==> config.mk <==
export PLATFORM = sky130hd
export DESIGN_NAME = raster_cmd_sched
export DESIGN_NICKNAME = d
export VERILOG_FILES = /design/src/rtl/raster_cmd_pkg.sv /design/src/rtl/raster_cmd_sched.sv
export SDC_FILE = /design/constraint.sdc
export NUM_CORES = 1
export LEC_CHECK = 0
export BUFFER_PORTS_ARGS = -buffer_cell sky130_fd_sc_hd__buf_4
export CAP_MARGIN = 25
export CORE_ASPECT_RATIO = 1.75
export CORE_MARGIN = 1
export CORE_UTILIZATION = 40
export CTS_CLUSTER_DIAMETER = 40
export CTS_CLUSTER_SIZE = 30
export DETAILED_ROUTE_END_ITERATION = 12
export PLACE_DENSITY_LB_ADDON = 0.12
export SLEW_MARGIN = 20
export SYNTH_ARGS = -nofsm -noshare
export SYNTH_HDL_FRONTEND = slang
export SYNTH_SLANG_ARGS = --single-unit
==> constraint.sdc <==
create_clock -name clk -period 7.2 [get_ports clk]
set_clock_uncertainty 0.1 [all_clocks]
set_input_delay 1.44 -clock clk [delete_from_list [all_inputs] [get_ports clk]]
set_output_delay 1.44 -clock clk [all_outputs]
set_load 0.01 [all_outputs]
==> src/rtl/raster_cmd_pkg.sv <==
// Shared opcode/state encodings and payload lengths for the rasterizer command front-end.
package raster_cmd_pkg;

    typedef enum logic [7:0] {
        OP_NOP          = 8'h00,
        OP_SET_COLOR    = 8'h01,
        OP_SET_VIEWPORT = 8'h02,
        OP_DRAW_TRI     = 8'h03
    } op_e;

    typedef enum logic [1:0] {
        ST_HDR     = 2'd0,
        ST_PAYLOAD = 2'd1,
        ST_ISSUE   = 2'd2,
        ST_WAIT    = 2'd3
    } sched_st_e;

    localparam logic [31:0] VP_XMAX_DEF = 32'd639;
    localparam logic [31:0] VP_YMAX_DEF = 32'd479;

    function automatic logic is_legal_op(input logic [7:0] op);
        return (op == OP_NOP) || (op == OP_SET_COLOR) ||
               (op == OP_SET_VIEWPORT) || (op == OP_DRAW_TRI);
    endfunction

    function automatic logic [2:0] payload_len(input logic [7:0] op);
        case (op)
            OP_SET_COLOR:    return 3'd1;
            OP_SET_VIEWPORT: return 3'd4;
            OP_DRAW_TRI:     return 3'd6;
            default:         return 3'd0;
        endcase
    endfunction

endpackage

==> src/rtl/raster_cmd_sched.sv <==
// Command parser + draw sequencer in front of the rasterizer.
// Optional busy-cycle counter enabled by defining RASTER_CMD_SCHED_PERF_EN.
module raster_cmd_sched
    import raster_cmd_pkg::*;
#(
    parameter int          TRI_CNT_W   = 16,
    parameter logic [31:0] VP_XMAX_RST = VP_XMAX_DEF,
    parameter logic [31:0] VP_YMAX_RST = VP_YMAX_DEF
) (
    input  logic                 clk,
    input  logic                 rst_n,
    input  logic                 cmd_valid,
    output logic                 cmd_ready,
    input  logic [31:0]          cmd_data,
    output logic                 rast_start,
    input  logic                 rast_done,
    output logic [31:0]          rast_x0,
    output logic [31:0]          rast_y0,
    output logic [31:0]          rast_x1,
    output logic [31:0]          rast_y1,
    output logic [31:0]          rast_x2,
    output logic [31:0]          rast_y2,
    output logic [31:0]          rast_color,
    output logic [31:0]          rast_vp_xmin,
    output logic [31:0]          rast_vp_ymin,
    output logic [31:0]          rast_vp_xmax,
    output logic [31:0]          rast_vp_ymax,
    output logic                 busy,
    output logic [TRI_CNT_W-1:0] tri_count,
    output logic                 err_illegal_op
`ifdef RASTER_CMD_SCHED_PERF_EN
    ,
    output logic [31:0]          perf_busy_cycles
`endif
);

    sched_st_e             state_q, state_d;
    logic [7:0]            op_q, op_d;
    logic [2:0]            idx_q, idx_d;
    logic [31:0]           color_q, color_d;
    logic [3:0][31:0]      vp_q, vp_d;      // [0]=xmin [1]=ymin [2]=xmax [3]=ymax
    logic [5:0][31:0]      vtx_q, vtx_d;    // x0,y0,x1,y1,x2,y2 in payload order
    logic [TRI_CNT_W-1:0]  tri_q, tri_d;
    logic                  err_q, err_d;
    logic                  accept;
    logic [7:0]            hdr_op;

    assign cmd_ready = (state_q == ST_HDR) || (state_q == ST_PAYLOAD);
    assign accept    = cmd_valid && cmd_ready;
    assign hdr_op    = cmd_data[31:24];

    always_comb begin
        state_d = state_q;
        op_d    = op_q;
        idx_d   = idx_q;
        color_d = color_q;
        vp_d    = vp_q;
        vtx_d   = vtx_q;
        tri_d   = tri_q;
        err_d   = err_q;
        case (state_q)
            ST_HDR: begin
                if (accept) begin
                    if (!is_legal_op(hdr_op)) begin
                        err_d = 1'b1;
                    end else if (payload_len(hdr_op) != 3'd0) begin
                        op_d    = hdr_op;
                        idx_d   = 3'd0;
                        state_d = ST_PAYLOAD;
                    end
                end
            end
            ST_PAYLOAD: begin
                if (accept) begin
                    // Payload words land straight in the live registers; no shadow copy.
                    case (op_q)
                        OP_SET_COLOR:    color_d = cmd_data;
                        OP_SET_VIEWPORT: vp_d[idx_q[1:0]] = cmd_data;
                        OP_DRAW_TRI:     vtx_d[idx_q] = cmd_data;
                        default:         ;
                    endcase
                    if (idx_q == payload_len(op_q) - 3'd1)
                        state_d = (op_q == OP_DRAW_TRI) ? ST_ISSUE : ST_HDR;
                    else
                        idx_d = idx_q + 3'd1;
                end
            end
            ST_ISSUE: state_d = ST_WAIT;
            ST_WAIT: begin
                if (rast_done) begin
                    tri_d   = tri_q + 1'b1;
                    state_d = ST_HDR;
                end
            end
            default: state_d = ST_HDR;
        endcase
    end

    always_ff @(posedge clk or negedge rst_n) begin
        if (!rst_n) begin
            state_q <= ST_HDR;
            op_q    <= 8'h00;
            idx_q   <= 3'd0;
            color_q <= 32'h0;
            vp_q    <= {VP_YMAX_RST, VP_XMAX_RST, 32'h0, 32'h0};
            vtx_q   <= '0;
            tri_q   <= '0;
            err_q   <= 1'b0;
        end else begin
            state_q <= state_d;
            op_q    <= op_d;
            idx_q   <= idx_d;
            color_q <= color_d;
            vp_q    <= vp_d;
            vtx_q   <= vtx_d;
            tri_q   <= tri_d;
            err_q   <= err_d;
        end
    end

    assign rast_start     = (state_q == ST_ISSUE);
    assign busy           = (state_q == ST_ISSUE) || (state_q == ST_WAIT);
    assign rast_x0        = vtx_q[0];
    assign rast_y0        = vtx_q[1];
    assign rast_x1        = vtx_q[2];
    assign rast_y1        = vtx_q[3];
    assign rast_x2        = vtx_q[4];
    assign rast_y2        = vtx_q[5];
    assign rast_color     = color_q;
    assign rast_vp_xmin   = vp_q[0];
    assign rast_vp_ymin   = vp_q[1];
    assign rast_vp_xmax   = vp_q[2];
    assign rast_vp_ymax   = vp_q[3];
    assign tri_count      = tri_q;
    assign err_illegal_op = err_q;

`ifdef RASTER_CMD_SCHED_PERF_EN
    logic [31:0] perf_q, perf_d;

    always_comb begin
        perf_d = perf_q;
        if (busy && (perf_q != 32'hFFFF_FFFF))
            perf_d = perf_q + 32'd1;
    end

    always_ff @(posedge clk or negedge rst_n) begin
        if (!rst_n) perf_q <= 32'h0;
        else        perf_q <= perf_d;
    end

    assign perf_busy_cycles = perf_q;
`endif

endmodule

Word level (Yosys, flattened, before mapping). Index checks and enable logic that the tools add are counted.

Register bits: 382. Logic and storage cells: 88. Input port bits: 36. Output and inout port bits: 372.

Eq/ne operators: 17. Reductions and logical operators: 20. Bitwise logic cells: 1. $add $sub $neg: 3. Mux-type cells: 27. Order comparisons: 4.

Operators by type and width (number): $bwmux W192 (1); $bwmux W128 (1); $demux W32 S3 (1); $demux W32 S2 (1); $mux W32 (2); $eq A8 B2 Y1 const B (4); $mux W3 (10); $pmux W3 S3 (2); $add A16 B1 Y16 const B (1); $eq A8 B1 Y1 const B (2); $mux W2 (7); $reduce_and A3 Y1 (4); $reduce_and A6 Y1 (2); $logic_not A8 Y1 (1); $ne A2 B2 Y1 const B (4); $pmux W2 S4 (1); $ne A2 B1 Y1 const B (3); $pmux W3 S2 (1); $logic_or A1 B1 Y1 (5); $eq A2 B2 Y1 const B (2); $lt A3 B4 Y1 const B (1); $reduce_and A4 Y1 (1); $add A3 B1 Y3 const B (1); $eq A3 B3 Y1 (1); 11 further kinds (13).

Longest topological paths before layout. Gate-level depths: netlist (run 1).

Depth in word-level cells: 12. Depth in mapped cells: 8. Mapped depth without buffers: 8.

Worst setup path before layout (run 1). Ideal clock, no wire load.

Kind: input to register. Start point: in cmd_valid. End point: reg vtx_q (netlist bit rast_y1[10]). Slack: 4068 ps. Library setup time: 125 ps. Path buffers: 2. Data required time: 6975 ps. Arrival: 2907 ps. Cell stages on the path: 7. Path through: and3b_1 > nand4_1 > or2_4 > or3_1 > buf_2 > buf_6 > mux2_4.

Cells in the longest elaborated chain, start to end: 2.

Ends and longest elaborated chain: start: declaration (line raster_cmd_sched.sv:12) `input logic cmd_valid,`; $logic_and A1 B1 Y1 (line raster_cmd_sched.sv:49) `assign accept = cmd_valid && cmd_ready;`; $reduce_and A3 Y1 (no line); end signal: assignment (line raster_cmd_sched.sv:115) `vtx_q <= vtx_d;`; end: declaration (line raster_cmd_sched.sv:42) `logic [5:0][31:0] vtx_q, vtx_d;`.

No other way between the ends. A chain may end at the register's enable or synchronous reset.

Worst setup path after layout (run 1).
Start point: in cmd_valid. End point: reg vtx_q (netlist bit rast_x1[21]).

Same word-level chain as after synthesis.

==> results.toml, run 1 <==
[cts]
htreeDepth = 2
clock-sinks = 382
cts_hold_buffers = 0
clock_latency_ns = 0.52
cts_made_buffers = 36
clock_path_buffers = 3
post_cts_resized = 0
cts_setup_buffers = 0
clk_pin_slew_ns = 0.07
cts_tree = "built"
clock-root-buffer = "clkbuf_16"

[logic_synthesis]
syn_area_um2 = 14820
synth_edf_count = 0
ys_warn_count = 0
async_reset_ff_share_pct = 100.0
syn_avg_cell_area_um2 = 15.91
yosysSeqAreaShare_pct = 64.62
synth.distinct_cells = 41
synthCells = 932
ys.flop_type = "dfrtp_1"
ys_seq_elements = 382
synth_nets = 974

[power_and_ir_drop]
clkPwrFrac_pct = 38.5
p_int_w = 0.003754
power_frac_comb_pct = 13.9
peakVddDrop_mv = 0.2384
switching_share_pct = 26.45
leakage_nw = 10.59
p_per_area_nw_per_um2 = 261.0
switchingPower_w = 0.001350
power_frac_seq_pct = 47.6

[setup_path]
reg2reg_from = "op_q[3]"
crit_family = "simple AND/OR/NAND/NOR gates"
cpMostUsedCell = "buf_4"
crit_type = "in -> reg"
crit_slowest_cell = "nor3_4"
critPathBufInv = 2
worstPathRequired_ns = 7.51
cp-end-kind = "flop"
critPathArrivalTime_ns = 3.70
r2r_slack_ns = 4.02
worstPathMaxFanout = 17
startpoint_type = "input pin"
reg2reg_depth = 6
crit_chain = "buf_4 -> and3b_1 -> nand4_1 -> or2_4 -> nor3_4 -> buf_4 -> mux2_2"
slowest_delay_ns = 0.65
r2r-end = "rast_x1[21]"

[timing]
min_period_ns = 3.394
max_freq_mhz = 294.6
rsz0062_at_grt = "no"
finalSetupViolCount = 0
slew_violations = 0
tightest_slew_ns = 0.9963
slew_headroom_pct = 33.34
post-route-period-util_pct = 47.14
fin_setup_tns_ns = 0
hold_viol = 0

[floorplanning]
initial_core_util_pct = 40.88
coreArea_um2 = 36260
fp-row-count = 92
die_x_um = 147.5
die_area_um2 = 37860
io_pins = 408
die_h_um = 256.7

[layout]
n_fill_cell = 3092
area_delta_synth_final_pct = 31.90
mostFrequentLayoutCells = "buf_4 (414), dfrtp_1 (366), mux2_2 (316)"
insertedDiodeCount = 0
drive_gt1_share_pct = 63.71
final_cell_area_um2 = 19550
final_common_cell = "buf_4"
nets = 1359

[drt]
vias = 9187
drt-wirelength-per-cell_um = 22.67
firstDrtPassIters = 4
drtAntennaViolNets = 0
drc = 0
drt-total-wl_mm = 41.07
routed_via_density = 5.070
drt-initial-drc-count = 267

[worst_hold_path]
holdPathStages = 1
hold_end = "tri_count[15]"
hold_start = "tri_count[15]"
hold_path_class = "reg -> reg"

[outcome]
status = "completed"

[flow_run]
cap_violations = 0

[place]
placed_cell_area_um2 = 18320
routabilityCongestion = 0.7827
numPortBuffers = 407
hpwlAfterDp_mm = 28.30

[global_route]
grt_pass1_wl_mm = 62.65
grt_max_degree = 124
antenna_found_initial = 0
grt_pass1_vias = 9744
grt_overflow = 0
grt_usage_pct = 22.08
Yosys cell counts (7+ instances only):
cell type    n  share of area, %
dfrtp_1    366                62
mux2_2     316                24
clkbuf_1    42               1.1
mux2_4      30               3.0
nand2_1     17              0.43
dfstp_2     16               2.8
buf_1       14              0.35
xnor2_1     14              0.83
buf_2       13              0.44
nand3_1     10              0.34
mux2_1       9              0.68
nand4_1      9              0.38
and2_1       7              0.30
stage by stage:
| step | worst slack, ns | utilization [%] | power (W) | hold WS, ns | instances |
|---|---|---|---|---|---|
| after floorplan | 4.068 | - | 0.002767 | 0.3543 | 932 |
| after global placement | 3.184 | 50.48 | 0.003174 | 0.3577 | 1747 |
| final | 3.806 | 53.92 | 0.005104 | 0.3741 | 1812 |
| after detailed placement | 3.181 | 50.53 | 0.003190 | 0.3623 | 1748 |
| after CTS | 3.738 | 53.87 | 0.005173 | 0.3794 | 1811 |
| after global routing | 3.559 | 53.92 | 0.005306 | 0.4028 | 1812 |
flip-flops by register name (all words and copies together), names as in the netlist, named ones only:
signal,count
idx_q,3
rast_x0,32
state_q,1
rast_vp_ymin,32
tri_count,16
rast_color,32
rast_y2,32
op_q,8
err_illegal_op,1
rast_vp_xmax,32
rast_y1,32
rast_y0,32
rast_x2,32
rast_vp_xmin,32
rast_x1,32
rast_vp_ymax,32
layer usage:
metal / GRT usage [%] / vias to the layer above / wire, um
met5: 0 / - / 0
met4: 7.761 / 0 / 1320
met3: 5.231 / 69 / 2629
met2: 39.61 / 332 / 21290
met1: 25.36 / 4732 / 15830
li1: - / 4054 / -
cell type report:
class                   count  area (um2)  area share [%]
clock buffers              40       947.2           4.844
flip-flops and latches    382        9579           48.99
repair buffers            419        3203           16.38
clock inverters            23       262.8           1.344
well taps                 470       588.1           3.008
inverters                   6       22.52          0.1152
multi-input cells         472        4950           25.32
how the worst max path moves through the flow:
stage | depth (start not counted) | end | start | slack, ns
2_1_floorplan | 7 | rast_y1[10] | cmd_valid | 4.07
3_3_place_gp | 7 | rast_x1[30] | cmd_valid | 3.18
3_5_place_dp | 7 | rast_x1[21] | cmd_valid | 3.18
4_1_cts | 7 | rast_x1[21] | cmd_valid | 3.74
5_1_grt | 6 | rast_vp_xmin[15] | cmd_valid | 3.56
6_report | 7 | rast_x1[21] | cmd_valid | 3.81
power groups by stage:
| stage | Sequential [W] | Clock [W] | Combinational [W] |
|---|---|---|---|
| 2_1_floorplan | 0.00251 | 0 | 0.000259 |
| 3_3_place_gp | 0.00246 | 0 | 0.000710 |
| 3_5_place_dp | 0.00247 | 0 | 0.000719 |
| 4_1_cts | 0.00243 | 0.00202 | 0.000721 |
| 5_1_grt | 0.00245 | 0.00209 | 0.000763 |
| 6_report | 0.00243 | 0.00197 | 0.000708 |
kinds of logic (layout without fill, tap and decap cells):
group                    Yosys count  in the layout  share of synthesized area, %
multiplexers                     355            355                         27.73
XOR/XNOR                          17             17                         1.004
buffers and inverters             78            488                         2.237
flip-flops                       382            382                         64.62
adder cells (fa/ha/maj)            6              6                        0.5064
AND/OR/NAND/NOR                   76             76                         3.072
AO/OA/AOI/OAI                     18             18                        0.8356
Power figures use the tool's default switching activity.
==> run 2, diff against run 1 <==
--- a/config.mk
+++ b/config.mk
@@ -5,6 +5,7 @@
 export SDC_FILE = /design/constraint.sdc
 export NUM_CORES = 1
 export LEC_CHECK = 0
+export ABC_AREA = 1
 export BUFFER_PORTS_ARGS = -buffer_cell sky130_fd_sc_hd__buf_4
 export CAP_MARGIN = 25
 export CORE_ASPECT_RATIO = 1.75
==> constraint.sdc (replaced) <==
create_clock -name clk -period 3.4 [get_ports clk]
set_clock_uncertainty 0.1 [all_clocks]
set_input_delay 0.68 -clock clk [delete_from_list [all_inputs] [get_ports clk]]
set_output_delay 0.68 -clock clk [all_outputs]
set_load 0.01 [all_outputs]
==> results.toml, run 2 <==
[place]
hpwlAfterDp_mm = 32.16
pre_cts_slack_ns = 0.6547
numPortBuffers = 407
routabilityCongestion = 0.8109

[logic_synthesis]
synth_top_cell_area_share_pct = 61.79
ys_warn_count = 0
ys_seq_elements = 382
syn_area_um2 = 14820
synth_nets = 1437
synth.top_cells.by_count = "nand2_1 (407), dfrtp_1 (366), o21ai_1 (259)"
syn_avg_cell_area_um2 = 10.63
synth.distinct_cells = 32
yosysMostFrequentCell = "nand2_1"
yosysSeqAreaShare_pct = 64.62
async_reset_ff_share_pct = 100.0
synthCells = 1395
synth_edf_count = 0
ys.flop_type = "dfrtp_1"
synth_area_leaders = "dfrtp_1 (62%), nand2_1 (10%), o21ai_1 (8.7%)"
yosys.area.top_type = "dfrtp_1"

[setup_path]
critPathArrivalTime_ns = 2.90
cpMostUsedCell = "nor2_4"
worstPathMaxFanout = 64
worstPathRequired_ns = 3.73
crit_chain = "nor2_4 -> inv_2 -> nor2_4 -> buf_4 -> nand3_4 -> o21ai_1"
startpoint_type = "flop"
slowest_delay_ns = 0.60
cp-end-kind = "flop"
critPathBufInv = 2
crit_slowest_cell = "nand3_4"
crit_family = "simple AND/OR/NAND/NOR gates"
crit_type = "reg -> reg"

[timing]
slew_violations = 0
hold_viol = 5
fin_ws_ns = 0.8349
rsz0062_at_grt = "no"
max_freq_mhz = 389.9
slew_headroom_pct = 46.17
fin_setup_tns_ns = 0
post-route-period-util_pct = 75.44
tightest_slew_ns = 0.8075
whs_ns = -0.006458
finalSetupViolCount = 0
min_period_ns = 2.565

[layout]
drive_gt1_share_pct = 33.39
insertedDiodeCount = 0
final_common_cell = "buf_4"
nets = 1813
area_delta_synth_final_pct = 30.85
n_fill_cell = 3312
mostFrequentLayoutCells = "buf_4 (426), nand2_1 (407), dfrtp_1 (366)"

[drt]
drc = 0
drtAntennaViolNets = 0
vias = 11030
firstDrtPassIters = 4
drt-wirelength-per-cell_um = 20.00
routed_via_density = 4.853
drt-total-wl_mm = 45.46
drt-initial-drc-count = 493

[power_and_ir_drop]
peakVddDrop_mv = 0.4173
p_per_area_nw_per_um2 = 506.1
p_total_w = 0.009816
leakage_nw = 9.818

[outcome]
status = "finished with violations"
violations = "negative hold slack"

[cts]
post_cts_resized = 0
htreeDepth = 2
clk_pin_slew_ns = 0.06
cts_hold_buffers = 0
cts_made_buffers = 40
cts_tree = "built"
clock_latency_ns = 0.54
clock-sinks = 382
clock_path_buffers = 3
clock-root-buffer = "clkbuf_16"
cts_setup_buffers = 0

[global_route]
grt_overflow = 0
antenna_found_initial = 0
grt_max_degree = 73
grt_usage_pct = 24.52
grt_pass1_vias = 11134
grt_pass1_wl_mm = 69.52

[floorplanning]
io_pins = 408
die_area_um2 = 37860
die_h_um = 256.7
die_x_um = 147.5
coreArea_um2 = 36260
fp-row-count = 92
initial_core_util_pct = 40.88

[flow_run]
cap_violations = 0

[worst_hold_path]
hold_path_class = "in -> async"
## run 2: logic make-up after synthesis
logic type	share of synthesized area [%]
buf+inv	6.660
flops	64.62
xor+xnor	1.005
compound gates	13.71
simple gates	13.50
fa+ha+maj	0.5064
## run 2: power breakdown
part | internal, W | switching, W
combinational | 0.000147 | 0.000422
sequential | 0.00458 | 0.0000530
clock | 0.00267 | 0.00194
## run 2: worst paths after layout
path / start / to / slack [ns] / depth (start not counted)
worst max-delay path: flop / rast_y1[2] / 0.83 / 6
worst min-delay path: rst_n / tri_count[4] / -0.006 / 1
worst max register to register: flop / rast_y1[2] / 0.83 / 6
worst min register to register: rast_vp_ymax[6] / rast_vp_ymax[6] / 0.37 / 2
max in group asynchronous: rst_n / rast_vp_ymax[2] / 2.25 / 3
min in group clk: cmd_data[25] / op_q[1] / 0.27 / 3
## run 2: worst reg2reg max path, cell delays in order (launching register included)
cell and delay [ns]:
dfrtp_1 0.50, nor2_4 0.19, inv_2 0.07, nor2_4 0.33, buf_4 0.27, nand3_4 0.60
o21ai_1 0.40
## run 2: metrics by stage
step	instance area, um2	std cells	util (%)
after floorplan	14820	1395	-
after global routing	19400	2273	53.49
after global placement	18000	2199	49.65
final	19400	2273	53.49
after detailed placement	18000	2199	49.65
after CTS	19400	2273	53.49
## run 2: metal layers
layer | global-route usage (%) | share of wire (%) | up-vias
li1 | - | - | 5293
met4 | 11.43 | 4.6 | 0
met1 | 28.24 | 38 | 5286
met5 | 0 | 0 | -
met3 | 5.214 | 6.2 | 88
met2 | 43.06 | 51 | 363
## run 2: cell type report
cell class / count / area (um2) / area share [%]
clock buffer: 52 / 1107 / 5.709
clock inverter: 22 / 284.0 / 1.464
inverter: 60 / 227.7 / 1.174
multi-input combinational: 853 / 4257 / 21.95
sequential: 382 / 9579 / 49.39
tap: 470 / 588.1 / 3.032
timing repair buffer: 434 / 3353 / 17.29
